[config.mk]
export PLATFORM = sky130hd
export DESIGN_NAME = spongent_round_ctrl_flat
export DESIGN_NICKNAME = d
export VERILOG_FILES = /design/src/rtl/spongent_round_ctrl_if.sv /design/src/rtl/spongent_round_ctrl.sv /design/src/flat_wrapper.sv
export SDC_FILE = /design/constraint.sdc
export NUM_CORES = 1
export LEC_CHECK = 0
export CAP_MARGIN = 20
export CORE_AREA = 10 10 621 623
export CTS_CLUSTER_DIAMETER = 100
export CTS_CLUSTER_SIZE = 24
export DETAILED_ROUTE_END_ITERATION = 8
export DIE_AREA = 0 0 631 633
export GPL_TIMING_DRIVEN = 0
export PLACE_DENSITY = 0.3
export REMOVE_ABC_BUFFERS = 1
export SLEW_MARGIN = 20
export SYNTH_ARGS = -nofsm -noshare
export SYNTH_HDL_FRONTEND = slang
export SYNTH_SLANG_ARGS = --single-unit
[constraint.sdc]
create_clock -name i_clk -period 2.2 [get_ports i_clk]
set_clock_uncertainty 0.15 [all_clocks]
set_input_delay 0.44 -clock i_clk [delete_from_list [all_inputs] [get_ports i_clk]]
set_output_delay 0.44 -clock i_clk [all_outputs]
set_load 0.02 [all_outputs]
[src/rtl/spongent_round_ctrl_if.sv]
// Host-side handshake bundle for the Spongent round controller:
// permutation request/accept on one side, result valid/accept on the other.
interface spongent_round_ctrl_if #(
    parameter int STATE_W = 264
);
    logic               start;
    logic [STATE_W-1:0] state_in;
    logic               ready;
    logic               out_valid;
    logic               out_ready;
    logic [STATE_W-1:0] state_out;

    modport master (
        output start, state_in, out_ready,
        input  ready, out_valid, state_out
    );

    modport slave (
        input  start, state_in, out_ready,
        output ready, out_valid, state_out
    );
endinterface

[src/rtl/spongent_round_ctrl.sv]
// Spongent permutation sequencer: owns the state register, the lCounter LFSR
// and the round counter, and drives the external byte-serial sBox/pLayer datapath.
module spongent_round_ctrl #(
    parameter int               STATE_W = 264,
    parameter int               NSBOX   = 33,
    parameter int               ROUNDS  = 140,
    parameter int               LC_W    = 8,
    parameter logic [LC_W-1:0]  LC_INIT = 8'h9E
) (
    input  logic                 i_clk,
    input  logic                 i_rst,
    spongent_round_ctrl_if.slave bus,
    output logic [STATE_W-1:0]   o_sbox_in,
    input  logic [STATE_W-1:0]   i_sbox_out,
    output logic [STATE_W-1:0]   o_pl_state,
    output logic [31:0]          o_pl_index,
    input  logic [STATE_W-1:0]   i_pl_out,
    output logic [7:0]           o_round_idx
);
    localparam int IDX_W = (NSBOX > 1) ? $clog2(NSBOX) : 1;
    localparam logic [IDX_W-1:0] IDX_LAST   = IDX_W'(NSBOX - 1);
    localparam logic [7:0]       ROUND_LAST = 8'(ROUNDS - 1);

    typedef enum logic [2:0] {
        S_IDLE = 3'd0,
        S_LC   = 3'd1,
        S_SB   = 3'd2,
        S_PL   = 3'd3,
        S_DONE = 3'd4
    } fsm_t;

    fsm_t               r_fsm;
    fsm_t               w_fsm_nxt;
    logic [STATE_W-1:0] r_state;
    logic [STATE_W-1:0] w_state_nxt;
    logic [LC_W-1:0]    r_lc;
    logic [LC_W-1:0]    w_lc_nxt;
    logic [7:0]         r_round;
    logic [7:0]         w_round_nxt;
    logic [IDX_W-1:0]   r_pl_idx;
    logic [IDX_W-1:0]   w_pl_idx_nxt;
    logic               r_ready;
    logic               r_out_valid;

    function automatic logic [LC_W-1:0] bitrev(input logic [LC_W-1:0] v);
        logic [LC_W-1:0] r;
        for (int i = 0; i < LC_W; i++) begin
            r[i] = v[LC_W-1-i];
        end
        return r;
    endfunction

    function automatic logic [LC_W-1:0] lc_step(input logic [LC_W-1:0] v);
        return {v[LC_W-2:0], v[LC_W-1] ^ v[3] ^ v[2] ^ v[1]};
    endfunction

    // Next-state and datapath-update decode for every FSM phase.
    always_comb begin
        w_fsm_nxt    = r_fsm;
        w_state_nxt  = r_state;
        w_lc_nxt     = r_lc;
        w_round_nxt  = r_round;
        w_pl_idx_nxt = r_pl_idx;
        case (r_fsm)
            S_IDLE: begin
                if (bus.start) begin
                    w_state_nxt = bus.state_in;
                    w_lc_nxt    = LC_INIT;
                    w_round_nxt = 8'd0;
                    w_fsm_nxt   = S_LC;
                end else begin
                    w_fsm_nxt   = S_IDLE;
                end
            end
            S_LC: begin
                w_state_nxt[LC_W-1:0]         = r_state[LC_W-1:0] ^ r_lc;
                w_state_nxt[STATE_W-1 -: LC_W] = r_state[STATE_W-1 -: LC_W] ^ bitrev(r_lc);
                w_lc_nxt  = lc_step(r_lc);
                w_fsm_nxt = S_SB;
            end
            S_SB: begin
                w_state_nxt  = i_sbox_out;
                w_pl_idx_nxt = '0;
                w_fsm_nxt    = S_PL;
            end
            S_PL: begin
                // State is held during the sweep; only the last index captures pl_out.
                if (r_pl_idx == IDX_LAST) begin
                    w_state_nxt  = i_pl_out;
                    w_pl_idx_nxt = '0;
                    if (r_round == ROUND_LAST) begin
                        w_fsm_nxt = S_DONE;
                    end else begin
                        w_round_nxt = r_round + 8'd1;
                        w_fsm_nxt   = S_LC;
                    end
                end else begin
                    w_pl_idx_nxt = r_pl_idx + {{(IDX_W-1){1'b0}}, 1'b1};
                end
            end
            S_DONE: begin
                if (bus.out_ready) begin
                    w_fsm_nxt = S_IDLE;
                end else begin
                    w_fsm_nxt = S_DONE;
                end
            end
            default: begin
                w_fsm_nxt = S_IDLE;
            end
        endcase
    end

    // State registers; ready/out_valid are registered from the next FSM state.
    always_ff @(posedge i_clk) begin
        if (i_rst) begin
            r_fsm       <= S_IDLE;
            r_state     <= '0;
            r_lc        <= LC_INIT;
            r_round     <= 8'd0;
            r_pl_idx    <= '0;
            r_ready     <= 1'b1;
            r_out_valid <= 1'b0;
        end else begin
            r_fsm       <= w_fsm_nxt;
            r_state     <= w_state_nxt;
            r_lc        <= w_lc_nxt;
            r_round     <= w_round_nxt;
            r_pl_idx    <= w_pl_idx_nxt;
            r_ready     <= (w_fsm_nxt == S_IDLE);
            r_out_valid <= (w_fsm_nxt == S_DONE);
        end
    end

    assign bus.ready     = r_ready;
    assign bus.out_valid = r_out_valid;
    assign bus.state_out = r_state;
    assign o_sbox_in     = r_state;
    assign o_pl_state    = r_state;
    assign o_pl_index    = {{(32-IDX_W){1'b0}}, r_pl_idx};
    assign o_round_idx   = r_round;
endmodule

[src/flat_wrapper.sv]
// flat-port wrapper written by rule: the top's interface ports become plain ports
module spongent_round_ctrl_flat 
#(
    parameter int               STATE_W = 264,
    parameter int               NSBOX   = 33,
    parameter int               ROUNDS  = 140,
    parameter int               LC_W    = 8,
    parameter logic [LC_W-1:0]  LC_INIT = 8'h9E
)
  (i_clk, i_rst, o_sbox_in, i_sbox_out, o_pl_state, o_pl_index, i_pl_out, o_round_idx, bus_start, bus_state_in, bus_out_ready, bus_ready, bus_out_valid, bus_state_out);
  spongent_round_ctrl_if #(.STATE_W(STATE_W)) bus_i ();
  input  logic i_clk;
  input  logic i_rst;
  output logic [STATE_W-1:0] o_sbox_in;
  input  logic [STATE_W-1:0] i_sbox_out;
  output logic [STATE_W-1:0] o_pl_state;
  output logic [31:0] o_pl_index;
  input  logic [STATE_W-1:0] i_pl_out;
  output logic [7:0] o_round_idx;
  input wire logic [$bits(bus_i.start)-1:0] bus_start;
  input wire logic [$bits(bus_i.state_in)-1:0] bus_state_in;
  input wire logic [$bits(bus_i.out_ready)-1:0] bus_out_ready;
  output wire logic [$bits(bus_i.ready)-1:0] bus_ready;
  output wire logic [$bits(bus_i.out_valid)-1:0] bus_out_valid;
  output wire logic [$bits(bus_i.state_out)-1:0] bus_state_out;
  assign bus_i.start = bus_start;
  assign bus_i.state_in = bus_state_in;
  assign bus_i.out_ready = bus_out_ready;
  assign bus_ready = bus_i.ready;
  assign bus_out_valid = bus_i.out_valid;
  assign bus_state_out = bus_i.state_out;
  spongent_round_ctrl #(.STATE_W(STATE_W), .NSBOX(NSBOX), .ROUNDS(ROUNDS), .LC_W(LC_W), .LC_INIT(LC_INIT)) u_core (.i_clk(i_clk), .i_rst(i_rst), .bus(bus_i), .o_sbox_in(o_sbox_in), .i_sbox_out(i_sbox_out), .o_pl_state(o_pl_state), .o_pl_index(o_pl_index), .i_pl_out(i_pl_out), .o_round_idx(o_round_idx));
endmodule
==> run_results.csv <==
group,metric,value,unit
status,status,"finished with violations",
status,violations,"negative hold slack, negative setup slack",
synth,synth_edf_count,0,
sta,setup_slack,-0.267,ns
placed_design,dp_hpwl,250,mm
route,vias,24000,
global_routing,antenna_found_initial,165,
power_and_ir_drop,p_per_area,741,mW/mm²
sta,finalCritPeriodShare,112,%
synth,yosysWarnings,0,
finish,fin_area,0.0443,mm²
sta,hold_violations,35,
clocking,cts_root_buf,"clkbuf_16",
finish,drive_gt1_share,35.5,%
route,via_per_inst,2.75,
critical_path,cp.arrival,2.85,ns
clocking,htree_levels,2,
synth,synth_area,0.0196,mm²
route,dr.pass1.iters,7,
clocking,clock-sinks,291,
placed_design,place_area,0.0382,mm²
sta,setup_violations,174,
critical_path,worst_r2r_endpoint,"u_core.bus.state_out[198]",
synth,syn_inst,2476,
synth,yosysMostFrequentCell,"buf_4",
sta,drv_slew,0,
synth,ys_ff_latch,291,
placed_design,gp_congestion,0.807,
sta,post-route-min-period,2.47,ns
critical_path,critPathLaunchType,"input port",
placed_design,port-buffer-count,1603,
route,drc,0,
sta,hold_ws,-0.0387,ns
critical_path,end_kind,"flip-flop",
global_routing,grt.total_usage,14.1,%
hold_path,worstHoldPathCells,2,
critical_path,timing.rr.start,"u_core.r_pl_idx[0]",
synth,yosys-top-cells-area,"dfxtp_1 (30%), buf_4 (21%), mux2i_1 (13%)",
floorplanning,rows,225,
finish,fillCellCount,43100,
clocking,worstSkewPairLatency,0.70,ns
hold_path,whs_endpoint,"u_core.bus.state_out[167]",
route,route.detailed.wl_per_inst,34.1,µm
floorplanning,top_level_ports,1630,
critical_path,r2r_cells,13,
route,detail_route.iter0.violations,1385,
flow_run,drv_cap,0,
floorplanning,die_width,631,µm
power_and_ir_drop,ir_worst_vdd,0.000410,V
synth,netlist_top_cells_count,"buf_4 (556), nand2_1 (503), dfxtp_1 (291)",
power_and_ir_drop,leakage,0.0157,µW
sta,relSlewSlack,40.1,%
synth,synth.avg_cell_area,7.92,µm²
floorplanning,start_util,5.24,%
power_and_ir_drop,p_total,32800,µW
critical_path,crit_type,"in2reg",
critical_path,worst-r2r-setup-slack,-0.20,ns
synth,synth_top_area_cell,"dfxtp_1",
floorplanning,die_h,633,µm
hold_path,worstHoldStart,"i_rst",
global_routing,grt_pass1_wl,353,mm
synth,synthArstFlopShare,0,%
hold_path,hold_class,"in2reg",
synth,ys_seq_area_share,29.7,%
global_routing,globalRoute.totalOverflow,0,
synth,ys.flop_type,"dfxtp_1",
floorplanning,coreArea,0.374,mm²
sta,worstMarginPinSlew,0.873,ns
clocking,cts_tree,"built",
sta,fmax,405,MHz
floorplanning,die_area,0.399,mm²
finish,syn2layout_area_growth,126,%
critical_path,required,2.58,ns
synth,synth_top_area_share,29.7,%
clocking,cts_buffers,39,
placed_design,pre_cts_ws,-1.51,ns
finish,layout.nets,4471,
route,ant_nets,0,
global_routing,grt_max_degree,89,
route,wl,297,mm
sta,rsz0062_at_grt,"yes",
synth,ys_types,52,
clocking,cts_buffer_depth,3,
global_routing,grt_pass1_vias,24300,
clocking,path_clk_slew,0.07,ns
critical_path,worst-path-max-fanout,7,
==> final cells by class <==
type | instances | area [µm²] | share of cell area, %
diodes | 18 | 45.0 | 0.102
repair buffers | 1870 | 20400 | 46.1
well taps | 4994 | 6250 | 14.1
flip-flops and latches | 291 | 6540 | 14.8
inverters | 7 | 28.8 | 0.0650
multi-input cells | 1463 | 9640 | 21.8
clock buffers | 44 | 1020 | 2.31
clock inverters | 26 | 354 | 0.799
==> critical path, stage by stage <==
cell	delay, ns
clkdlybuf4s50_1	0.65
o21ba_2	0.34
a41oi_4	0.23
nor2_4	0.07
buf_12	0.15
buf_12	0.14
buf_16	0.14
buf_16	0.15
buf_16	0.14
buf_8	0.14
o211ai_1	0.11
a21oi_1	0.09
==> layer usage <==
metal	up-vias	wire, µm	global-route usage, %	part of all wire (%)
li1	10500	-	-	-
met1	11700	111000	15.4	37
met2	1331	152000	25.9	51
met3	351	28200	5.76	9.5
met4	90	5650	2.10	1.9
met5	-	605	0	0.20
==> cell usage in the layout (no fill, tap or decap), types with 7 or more instances in the layout <==
cell type	synthesis	final
a21oi_1	255	202
a21oi_2	0	52
a22oi_1	36	36
a311oi_1	18	18
buf_12	0	60
buf_16	0	78
buf_2	65	121
buf_4	556	166
buf_6	1	42
buf_8	0	16
bufbuf_16	0	16
clkbuf_16	0	43
clkdlybuf4s15_1	0	131
clkdlybuf4s15_2	0	306
clkdlybuf4s50_1	0	794
conb_1	1	26
dfxtp_1	291	33
dfxtp_2	0	102
dfxtp_4	0	156
diode_2	0	18
dlygate4sd2_1	0	127
mux2i_1	248	243
nand2_1	503	415
nand2_2	0	45
nand2_4	0	43
nand3_1	7	7
nor2_1	35	33
o211ai_1	248	248
xor2_1	20	20
==> power breakdown <==
part / leakage, µW / internal (µW) / switching, µW
Sequential: 0.00254 / 6140 / 2340
Clock: 0.000653 / 3870 / 3630
Combinational: 0.0125 / 7460 / 9380
Total: 0.0157 / 17500 / 15300
==> kinds of logic (layout without fill, tap and decap cells) <==
logic type      count (synthesis)  count (layout)  share of synthesized area, %
compound gates                586             586                          19.4
simple gates                  576             577                          11.6
xor+xnor                       23              23                          1.03
flops                         291             291                          29.7
other cells                     1              44                        0.0191
buf+inv                       748            1947                          25.5
mux                           248             248                          12.7
fa+ha+maj                       3               3                         0.191
==> state kept, by name, summed over array words and instances, names as in the netlist <==
name                  flops
u_core.bus.state_out    264
u_core.o_round_idx        8
u_core.r_lc               8
u_core.r_pl_idx           6
u_core.r_fsm              3
u_core.bus.out_valid      1
u_core.bus.ready          1
==> through the flow <==
stage	std cells	setup TNS (ns)	utilization, %
after global placement	8357	-7985.29	9.91
after detailed placement	8407	-292.42	10.2
after floorplan	1760	-4094.71	-
after global routing	8698	-29.50	11.8
final	8713	-24.11	11.9
after CTS	8663	-25.11	11.7
==> what timing repair did <==
item / in CTS / in global routing
gates resized for setup: 3228 / 132
gates cloned: 58 / 4
pin swaps: 110 / 89
hold endpoints to repair: 42 / 38
endpoints found under the setup margin: 1079 / 253
buffers inserted: 132 / 40
==> how the worst max path moves through the flow <==
stage                                  start                         to  slack [ns]  cells past startpoint
after floorplan              u_core.r_fsm[1]         u_core.r_pl_idx[4]      -15.67                      2
after global placement       u_core.r_fsm[1]  u_core.bus.state_out[163]      -35.65                      4
after detailed placement           bus_start   u_core.bus.state_out[66]       -1.51                      9
after CTS                 u_core.r_pl_idx[1]  u_core.bus.state_out[198]       -0.29                     13
after global routing      u_core.r_pl_idx[0]  u_core.bus.state_out[163]       -0.30                     13
final                              bus_start  u_core.bus.state_out[198]       -0.27                     12
Note: power is estimated with default switching activity, not from simulation.
